<file path="src/rtl/arm_ctrl_pkg.sv">
// rtl/arm_ctrl_pkg.sv - shared arm controller defaults and sequencer state type
package arm_ctrl_pkg;

  localparam int DEF_N_JOINTS    = 6;
  localparam int DEF_DUTY_W      = 8;
  localparam int DEF_DUTY_CENTER = 128;
  localparam int DEF_DUTY_MIN    = 32;
  localparam int DEF_DUTY_MAX    = 224;

  typedef enum logic {
    IDLE  = 1'b0,
    SWEEP = 1'b1
  } seq_state_t;

endpackage

</file>
<file path="src/rtl/arm_tick_gen.sv">
// rtl/arm_tick_gen.sv - free-running divider producing a single-cycle update tick
module arm_tick_gen #(
  parameter int TICK_DIV = 1000
) (
  input  logic clk,
  input  logic reset,
  output logic tick
);

  localparam int CNT_W = $clog2(TICK_DIV);
  localparam logic [CNT_W-1:0] LAST = CNT_W'(TICK_DIV - 1);

  logic [CNT_W-1:0] count;

  assign tick = (count == LAST);

  // Count 0..TICK_DIV-1 and wrap; keeps running while the sequencer sweeps.
  always_ff @(posedge clk) begin
    if (!reset) begin
      count <= '0;
    end else if (tick) begin
      count <= '0;
    end else begin
      count <= count + CNT_W'(1);
    end
  end

endmodule

</file>
<file path="src/rtl/arm_pose_sequencer.sv">
// rtl/arm_pose_sequencer.sv - clamps joint targets and ramps live duty words per tick
module arm_pose_sequencer
  import arm_ctrl_pkg::*;
#(
  parameter int N_JOINTS    = DEF_N_JOINTS,
  parameter int DUTY_W      = DEF_DUTY_W,
  parameter int DUTY_CENTER = DEF_DUTY_CENTER,
  parameter int DUTY_MIN    = DEF_DUTY_MIN,
  parameter int DUTY_MAX    = DEF_DUTY_MAX,
  parameter int STEP        = 4,
  parameter int TICK_DIV    = 1000
) (
  input  logic                         clk,
  input  logic                         reset,
  input  logic                         cmd_valid,
  output logic                         cmd_ready,
  input  logic [2:0]                   cmd_joint,
  input  logic [DUTY_W-1:0]            cmd_target,
  output logic                         cmd_err,
  output logic [N_JOINTS*DUTY_W-1:0]   duty_out,
  output logic [N_JOINTS-1:0]          moving,
  output logic                         all_done
);

  localparam int IDX_W = (N_JOINTS > 1) ? $clog2(N_JOINTS) : 1;
  localparam logic [DUTY_W-1:0] D_CENTER = DUTY_W'(DUTY_CENTER);
  localparam logic [DUTY_W-1:0] D_MIN    = DUTY_W'(DUTY_MIN);
  localparam logic [DUTY_W-1:0] D_MAX    = DUTY_W'(DUTY_MAX);
  localparam logic [DUTY_W:0]   D_STEP   = (DUTY_W + 1)'(STEP);
  localparam logic [IDX_W-1:0]  LAST_IDX = IDX_W'(N_JOINTS - 1);

  seq_state_t        state;
  logic [IDX_W-1:0]  idx;
  logic [DUTY_W-1:0] duty   [N_JOINTS];
  logic [DUTY_W-1:0] target [N_JOINTS];

  logic              tick;
  logic              accept;
  logic              joint_ok;
  logic [DUTY_W-1:0] clamped;
  logic [DUTY_W-1:0] cur_duty;
  logic [DUTY_W-1:0] cur_target;
  logic [DUTY_W-1:0] next_duty;
  logic [DUTY_W:0]   diff;
  logic [DUTY_W:0]   step_amt;

  arm_tick_gen #(
    .TICK_DIV(TICK_DIV)
  ) u_tick_gen (
    .clk  (clk),
    .reset(reset),
    .tick (tick)
  );

  assign cmd_ready = (state == IDLE);
  assign accept    = cmd_valid && cmd_ready;
  assign joint_ok  = ({1'b0, cmd_joint} < 4'(N_JOINTS));

  // Limit the requested duty to the safe servo window.
  always_comb begin
    clamped = cmd_target;
    if (cmd_target < D_MIN) begin
      clamped = D_MIN;
    end else if (cmd_target > D_MAX) begin
      clamped = D_MAX;
    end
  end

  // Next duty for the joint being swept: move toward target, never past it.
  always_comb begin
    cur_duty   = duty[idx];
    cur_target = target[idx];
    next_duty  = cur_duty;
    diff       = '0;
    step_amt   = '0;
    if (cur_duty < cur_target) begin
      diff      = {1'b0, cur_target} - {1'b0, cur_duty};
      step_amt  = (diff > D_STEP) ? D_STEP : diff;
      next_duty = DUTY_W'({1'b0, cur_duty} + step_amt);
    end else if (cur_duty > cur_target) begin
      diff      = {1'b0, cur_duty} - {1'b0, cur_target};
      step_amt  = (diff > D_STEP) ? D_STEP : diff;
      next_duty = DUTY_W'({1'b0, cur_duty} - step_amt);
    end
  end

  // Sequencer FSM: take commands while idle, update one joint per cycle on a sweep.
  always_ff @(posedge clk) begin
    if (!reset) begin
      state   <= IDLE;
      idx     <= '0;
      cmd_err <= 1'b0;
      for (int j = 0; j < N_JOINTS; j++) begin
        duty[j]   <= D_CENTER;
        target[j] <= D_CENTER;
      end
    end else begin
      cmd_err <= accept && !joint_ok;
      if (accept && joint_ok) begin
        target[cmd_joint] <= clamped;
      end
      case (state)
        IDLE: begin
          if (tick) begin
            state <= SWEEP;
            idx   <= '0;
          end
        end
        SWEEP: begin
          duty[idx] <= next_duty;
          if (idx == LAST_IDX) begin
            state <= IDLE;
            idx   <= '0;
          end else begin
            idx <= idx + IDX_W'(1);
          end
        end
        default: begin
          state <= IDLE;
          idx   <= '0;
        end
      endcase
    end
  end

  // Pack live duties and flag joints still away from their target.
  always_comb begin
    moving   = '0;
    duty_out = '0;
    for (int j = 0; j < N_JOINTS; j++) begin
      moving[j]                    = (duty[j] != target[j]);
      duty_out[j*DUTY_W +: DUTY_W] = duty[j];
    end
  end

  assign all_done = (moving == '0) && (state == IDLE);

endmodule

</file>
<file path="config.mk">
export PLATFORM = sky130hd
export DESIGN_NAME = arm_pose_sequencer
export DESIGN_NICKNAME = d
export VERILOG_FILES = /design/src/rtl/arm_ctrl_pkg.sv /design/src/rtl/arm_tick_gen.sv /design/src/rtl/arm_pose_sequencer.sv
export SDC_FILE = /design/constraint.sdc
export NUM_CORES = 1
export LEC_CHECK = 0
export CORE_MARGIN = 4
export CORE_UTILIZATION = 49
export CTS_CLUSTER_DIAMETER = 30
export DETAILED_ROUTE_END_ITERATION = 8
export PLACE_DENSITY_LB_ADDON = 0.2
export SLEW_MARGIN = 10
export SYNTH_ARGS = -nofsm -noshare
export SYNTH_HDL_FRONTEND = slang
export SYNTH_HIERARCHICAL = 1
export SYNTH_SLANG_ARGS = --single-unit
</file>
<file path="constraint.sdc">
create_clock -name clk -period 6.2 [get_ports clk]
set_input_delay 0.62 -clock clk [delete_from_list [all_inputs] [get_ports clk]]
set_output_delay 0.62 -clock clk [all_outputs]
set_load 0.01 [all_outputs]
</file>
# Word-level counts from Yosys, hierarchy flattened
# Memories as Yosys holds them, arrays and structs flattened. A register that Yosys moved wholly into a read port is not among the register bits.
# Index checks and enable logic that the tools add are counted.
[totals]
regBits = 15
mem_bits_rw = 96
in_bits = 14
memories = 2
[classes]
add_sub_neg = 6
n_lt_le_gt_ge = 7
eq_ne = 9
muxes = 29
n_bitwise = 2
reduce_logical = 9
[memory_table]
columns = ["memory", "depth", "width", "read_ports", "rd_clocked_by_memory_dff", "wr", "line", "rtl"]
rows = [
  ["duty", 6, 8, 7, 1, 6, "arm_pose_sequencer.sv:34", "logic [DUTY_W-1:0] duty [N_JOINTS];"],
  ["target", 6, 8, 7, 1, 6, "arm_pose_sequencer.sv:35", "logic [DUTY_W-1:0] target [N_JOINTS];"],
]
[ops]
columns = ["cell", "n"]
rows = [
  ["$mux W8", 8],
  ["$ne A8 B8 Y1", 6],
  ["$mux W3", 8],
  ["$gt A9 B3 Y1 const B", 2],
  ["$sub A8 B8 Y9", 2],
  ["$reduce_or A8 Y1", 2],
  ["$mux W1", 11],
  ["$add A10 B1 Y10 const B", 1],
  ["$eq A10 B10 Y1 const B", 1],
  ["$add A8 B8 Y8", 1],
  ["$gt A8 B8 Y1", 1],
  ["$gt A8 B8 Y1 const B", 1],
  ["$lt A8 B6 Y1 const B", 1],
  ["$lt A8 B8 Y1", 1],
  ["$sub A8 B8 Y8", 1],
  ["$logic_not A6 Y1", 1],
  ["$pmux W3 S2", 1],
  ["$logic_and A1 B1 Y1", 4],
  ["$add A3 B1 Y3 const B", 1],
  ["$eq A3 B3 Y1 const B", 1],
  ["$lt A3 B3 Y1 const B", 1],
  ["$ne A2 B1 Y1 const B", 1],
  ["$not A1 Y1", 2],
  ["$pmux W1 S2", 1],
  ["other kinds (2)", 2],
]

# Logic depth before layout (Yosys ltp)
# Gate-level depths: netlist (run 1).
[depth]
depth_word = 8
ltp_mapped = 23
ltp_nobuf = 20

# Cells and area by module
# The synthesis (run 1) kept the hierarchy.
[modules_own_cells]
columns = ["module", "instances", "cells_per_inst", "area_each_um2", "seq_area_each_um2"]
rows = [
  ["arm_pose_sequencer", 1, 645, 7870.0, 4003.8],
  ["arm_tick_gen", 1, 52, 434.2, 200.2],
]

# Least setup slack after synthesis (run 1)
# Ideal clock, no wire load.
[synth_path]
path_kind = "register to register"
start = "register with a tool-made name"
end = "memory duty[5][6] (netlist bit), data pin"
setup_ns = 0.265
arrival_ns = 5.181
setup_slack_ns = 0.754
path_stages_with_launch = 21
n_path_buf = 3
synth_period_minus_slack_ns = 5.446
cell_sequence = "dfxtp_1 buf_6 buf_6 buf_2 mux4_2 mux2i_1 inv_1 fa_1 nor2b_1 o21ai_1 nand2b_1 xor2_1 or4_4 or4_1 fa_1 a211oi_1 o21ai_0 a21oi_1 mux2_2 o22ai_4 nor2_1"
[synth_rtl]
columns = ["element", "line"]
rows = [
  ["end, declared", "arm_pose_sequencer.sv:34"],
]

==> results.toml, run 1 <==
[route]
first_pass_iters = 5
routed_wirelength_um = 22700
drc = 0
via_per_inst = 5.92
via_count = 6069
wl_per_cell_um = 22.1
drt_first_iter_violations = 514
final_antenna_net_count = 0

[yosys]
yosysTopAreaCell = "edfxtp_1"
ys_ff_latch = 146
synth_edf_count = 128
synth_ff_type = "edfxtp_1"
netlist_area_mm2 = 0.00830
synth_cell_type_count = 71
yosysMostFrequentCell = "edfxtp_1"
synth_cells = 697
synth_area_leaders = "edfxtp_1 46%, mux4_2 8.7%, xor2_1 5.5%, ha_1 4.8%, nor2_1 4.5%"
synth_top_area_share = 0.463
synthArstFlopShare = 0
ys_warn_count = 6
ys_seq_area_frac = 0.506
synth_common_cells = "128 x edfxtp_1, 100 x nor2_1, 52 x xor2_1"
postSynthAreaPerCell_um2 = 11.9

[clock_network]
root_buffer = "clkbuf_16"
cts_tree = "done"
cts_resized = 0
cts_max_level = 4
ctsHoldBuffers = 0
clk_pin_slew_ps = 60
numClockSinks = 146
numCtsBuffers = 17
clockBufferDepth = 2
clock_latency_ps = 420
cts_setup_buffers = 0

[critical_path]
crit_slowest_cell = "mux4_2"
startpoint_type = "flip-flop"
path_cells = "buf_12 > mux4_2 > mux2i_1 > inv_1 > ha_1 > fa_1 > nor2b_1 > o21ai_1 > nand2b_1 > xor2_1 > or4_4 > or4_1 > fa_1 > a211oi_1 > o21ai_0 > a21oi_1 > mux2_2 > o22ai_4 > nor2_1"
cpMostUsedCell = "fa_1"
crit_fanout = 22
slowest_delay_ps = 560
cp.arrival_ps = 6000
crit_buf_inv = 2
cp_top_family = "simple AND/OR/NAND/NOR gates"
end_kind = "flip-flop"
critPathKind = "flip-flop to flip-flop"
cp.required_ps = 6360

[hold_path]
hold_class = "flip-flop to flip-flop"

[floorplan]
initial_core_util = 0.501
dieArea_mm2 = 0.0191
fp.dieH_um = 138
ioPinCount = 71
core_mm2 = 0.0166
placementRows = 47
die_x_um = 138

[placed_design]
port_buffers = 70
dp_cells = 994
gp_congestion = 0.909
dp_hpwl_um = 17200

[grt]
track_usage = 0.237
antenna_found_initial = 0
grt_max_degree = 28
gr-total-overflow = 0
grt_pass1_vias = 5919
grt_pass1_wl_um = 34600

[sta]
setup_tns_ps = 0
rsz0062_at_grt = "false"
setup_violations = 0
maxSlewViolCount = 0
finalCritPeriodShare = 0.941
slew_headroom = 0.241
clock_skew_ps = 9.52
holdWs_ps = 465
finalHoldViolCount = 0
fmax_mhz = 171
tightestPinTransition_ps = 1130
period_minus_slack_ps = 5830

[final_layout]
fin_nets = 843
fin_util = 0.601
n_antenna_cell = 0
final_layout_size_suffix_gt1_frac = 0.128
area_delta_synth_final_pct = 20.0
layout.cells.non_filler = 1026

[power_and_ir_drop]
p_leak_nw = 3.58
power_density_mw_per_mm2 = 260
ir_worst_vdd_mv = 0.241

[status]
outcome = "finished, final reports clean"

[job]
maxCapViolCount = 0
[per-layer routing]
metal,global-route usage,part of all wire
met1,0.330,0.43
met2,0.363,0.46
met3,0.0663,0.079
met4,0.0785,0.029
met5,0,0
[final timing paths]
check / depth (start not counted) / start / to / slack, ps
max: 19 / flip-flop / duty[7][6] / 370
min: 1 / u_tick_gen/count[0] / u_tick_gen/count[0] / 460
max reg2reg: 19 / flip-flop / duty[7][6] / 370
min reg2reg: 1 / u_tick_gen/count[0] / u_tick_gen/count[0] / 460
[power by group]
group          leakage, nW  switching, mW  total [mW]  internal [mW]
sequential            1.34         0.0465        1.16           1.12
combinational         1.94          0.192       0.335          0.143
clock                0.304          0.412        1.09          0.680
[placed cells by master, fill, tap and decap left out, types with 8 or more instances in the layout]
master and n:
ha_1 32, conb_1 24, nor2_1 100, clkdlybuf4s50_1 70, a21oi_1 15, nor2b_1 13
inv_1 36, dfxtp_1 17, clkbuf_16 17, nand2_1 45, nand2b_1 9, mux4_2 32
mux2i_1 11, nand4_1 11, o21ai_0 19, edfxtp_1 128, xor2_1 52, and2_1 8
xnor2_1 11, nor4_1 14
[kinds of logic (layout without fill, tap and decap cells)]
group	count (synthesis)	in the layout	share of synthesized area
flops	146	146	0.506
mux	55	55	0.119
buf+inv	63	150	0.0347
simple gates	247	247	0.144
xor+xnor	63	63	0.0664
other cells	2	24	0.000904
compound gates	85	85	0.0707
fa+ha+maj	36	36	0.0579
[worst reg2reg max path, cell delays in order (launching register included)]
cell and delay (ps):
dfxtp_2 380, buf_12 220, mux4_2 570, mux2i_1 320, inv_1 90, ha_1 240, fa_1 420, nor2b_1 200
o21ai_1 80, nand2b_1 130, xor2_1 90, or4_4 510, or4_1 480, fa_1 480, a211oi_1 320, o21ai_0 150
a21oi_1 170, mux2_2 370, o22ai_4 260, nor2_1 110
[state kept, by name, summed over array words and instances (netlist names), named ones only]
name              flops
cmd_err               1
duty                 64
idx                   3
state                 1
target               64
u_tick_gen/count     10
[final cells by class]
cell class	count	area, um2
Timing Repair Buffer	79	793
Clock inverter	14	201
Tap cell	220	275
Clock buffer	18	429
Inverter	39	146
Fill cell	1331	6620
Sequential cell	146	4210
Multi-Input combinational cell	510	3910
[per-stage QoR]
stage          power [mW]  setup slack [ps]  instance area, um2
6_report             2.59               367                9960
5_1_grt              2.68              30.5                9960
4_1_cts              2.59               346                9950
3_5_place_dp         1.51               370                9320
3_3_place_gp         1.50               440                9320
2_1_floorplan        1.38               754                8390
(Power assumes the default switching activity.)
==> run 2: changes to the inputs <==
- SYNTH_HIERARCHICAL: 1 -> not set
==> results.toml, run 2 <==
[sta]
finalCritPeriodShare = 0.940
setup_violations = 0
rsz0062_at_grt = "false"
tightestPinTransition_ps = 856
clock_skew_ps = 10.7
maxSlewViolCount = 0
setup_tns_ps = 0
period_minus_slack_ps = 5830
fmax_mhz = 172
slew_headroom = 0.429
worst_slack_ps = 371
finalHoldViolCount = 0

[clock_network]
root_buffer = "clkbuf_16"
clk_pin_slew_ps = 60
clockBufferDepth = 2
clock_latency_ps = 420
cts_max_level = 4
cts_tree = "done"
numClockSinks = 146
cts_setup_buffers = 0
ctsHoldBuffers = 0
numCtsBuffers = 17
cts_resized = 0

[yosys]
netlist_area_mm2 = 0.00817
synth_area_leaders = "edfxtp_1 47%, mux4_2 8.8%, xor2_1 6.1%, ha_1 4.9%, nor2_1 4.7%"
synth_ff_type = "edfxtp_1"
ys_ff_latch = 146
postSynthAreaPerCell_um2 = 11.9
synth_edf_count = 128
ys_warn_count = 0
synth_top_area_share = 0.470
yosysMostFrequentCell = "edfxtp_1"
synth_cell_type_count = 56
yosysTopAreaCell = "edfxtp_1"
synthArstFlopShare = 0
synth_cells = 687
synth_common_cells = "128 x edfxtp_1, 102 x nor2_1, 57 x xor2_1"
ys_seq_area_frac = 0.514

[final_layout]
area_delta_synth_final_pct = 21.9
reg_top3 = "duty: 64 flops, target: 64 flops, u_tick_gen.count: 10 flops"
design_area_mm2 = 0.00996
fin_nets = 846
final_layout_size_suffix_gt1_frac = 0.119
n_antenna_cell = 0
layout.cells.non_filler = 1025
final_common_cell = "edfxtp_1"
final_cell_mix = "128 x edfxtp_1, 102 x nor2_1, 70 x clkdlybuf4s50_1, 57 x xor2_1, 42 x nand2_1"
fill_cells = 1271

[critical_path]
startpoint_type = "flip-flop"
cp.arrival_ps = 5970
crit_slowest_cell = "dfxtp_2"
path_cells = "buf_12 > mux4_2 > mux2i_1 > ha_1 > a21oi_1 > a21oi_1 > or4_1 > o2111ai_1 > nand4b_1 > or2_2 > ha_1 > nor2b_1 > o31a_1 > o21ai_0 > a211o_1 > a32o_1 > nor2_1"
slowest_delay_ps = 690
cp.required_ps = 6340
crit_buf_inv = 1
crit_fanout = 16
critPathKind = "flip-flop to flip-flop"
end_kind = "flip-flop"
cp_top_family = "compound AO/OA/AOI/OAI gates"

[placed_design]
dp_hpwl_um = 17900
port_buffers = 70
gp_congestion = 0.963
dp_slack_ps = 451
dp_cells = 993
place_area_mm2 = 0.00929

[grt]
gr-total-overflow = 0
track_usage = 0.259
grt_pass1_wl_um = 35400
grt_pass1_vias = 6114
antenna_found_initial = 0
grt_max_degree = 25

[floorplan]
placementRows = 46
ioPinCount = 71
initial_core_util = 0.507
die_x_um = 137
dieArea_mm2 = 0.0188
fp.dieH_um = 137
core_mm2 = 0.0161

[power_and_ir_drop]
power_density_mw_per_mm2 = 262
ir_worst_vdd_mv = 0.246
p_leak_nw = 3.69
power_mw = 2.61

[route]
via_count = 6003
via_per_inst = 5.86
wl_per_cell_um = 22.3
routed_wirelength_um = 22900
first_pass_iters = 5
drc = 0
drt_first_iter_violations = 523
final_antenna_net_count = 0

[status]
outcome = "finished, final reports clean"

[job]
maxCapViolCount = 0

[hold_path]
min_from = "u_tick_gen.count[0]"
hold_class = "flip-flop to flip-flop"
## run 2: changes by cell type after synthesis, moves of 4 or more
cell and delta:
a21oi_1 +8, nand3_1 +7, and3_1 +5, xor2_1 +5
buf_4 -4, nand3b_1 -4, o21ai_1 -4
## run 2: power by group
group          total, mW  leakage (nW)  internal, mW  switching (mW)
clock network       1.12         0.313         0.724           0.391
logic              0.330          2.04         0.143           0.186
registers           1.16          1.34          1.11          0.0486
## run 2: cell type report
cell class	instances	area (um2)	area share
flip-flops and latches	146	4210	0.422
multi-input cells	506	3820	0.383
repair buffers	90	863	0.0867
clock buffers	24	568	0.0570
well taps	216	270	0.0271
inverters	35	131	0.0132
clock inverters	8	106	0.0107
## run 2: final timing paths
kind                    endpoint  slack [ps]  cells after the start
min reg2reg  u_tick_gen.count[0]         480                      1
min          u_tick_gen.count[0]         480                      1
max                   duty[7][5]         370                     17
max reg2reg           duty[7][5]         370                     17
## run 2: through the flow
| stage | util | hold WS [ps] |
|---|---|---|
| after global routing | 0.618 | 497 |
| final | 0.618 | 482 |
| after detailed placement | 0.576 | 466 |
| after global placement | 0.576 | 440 |
| after floorplan | - | 426 |
| after CTS | 0.618 | 486 |
## run 2: per-layer routing
layer | track usage | share of wire | vias to the layer above
met5 | 0 | 0 | -
met4 | 0.0892 | 0.026 | 0
met3 | 0.0460 | 0.068 | 38
met2 | 0.441 | 0.51 | 277
met1 | 0.334 | 0.39 | 2957
li1 | - | - | 2731
## run 2: cell families after synthesis
family / synth area share
AOI/OAI and AO/OA: 0.0732
xor gates and xnor gates: 0.0707
adders and majority gates: 0.0588
buffers and inverters: 0.0283
DFF: 0.514
muxes: 0.111
other: 0.000919
and+or+nand+nor: 0.142
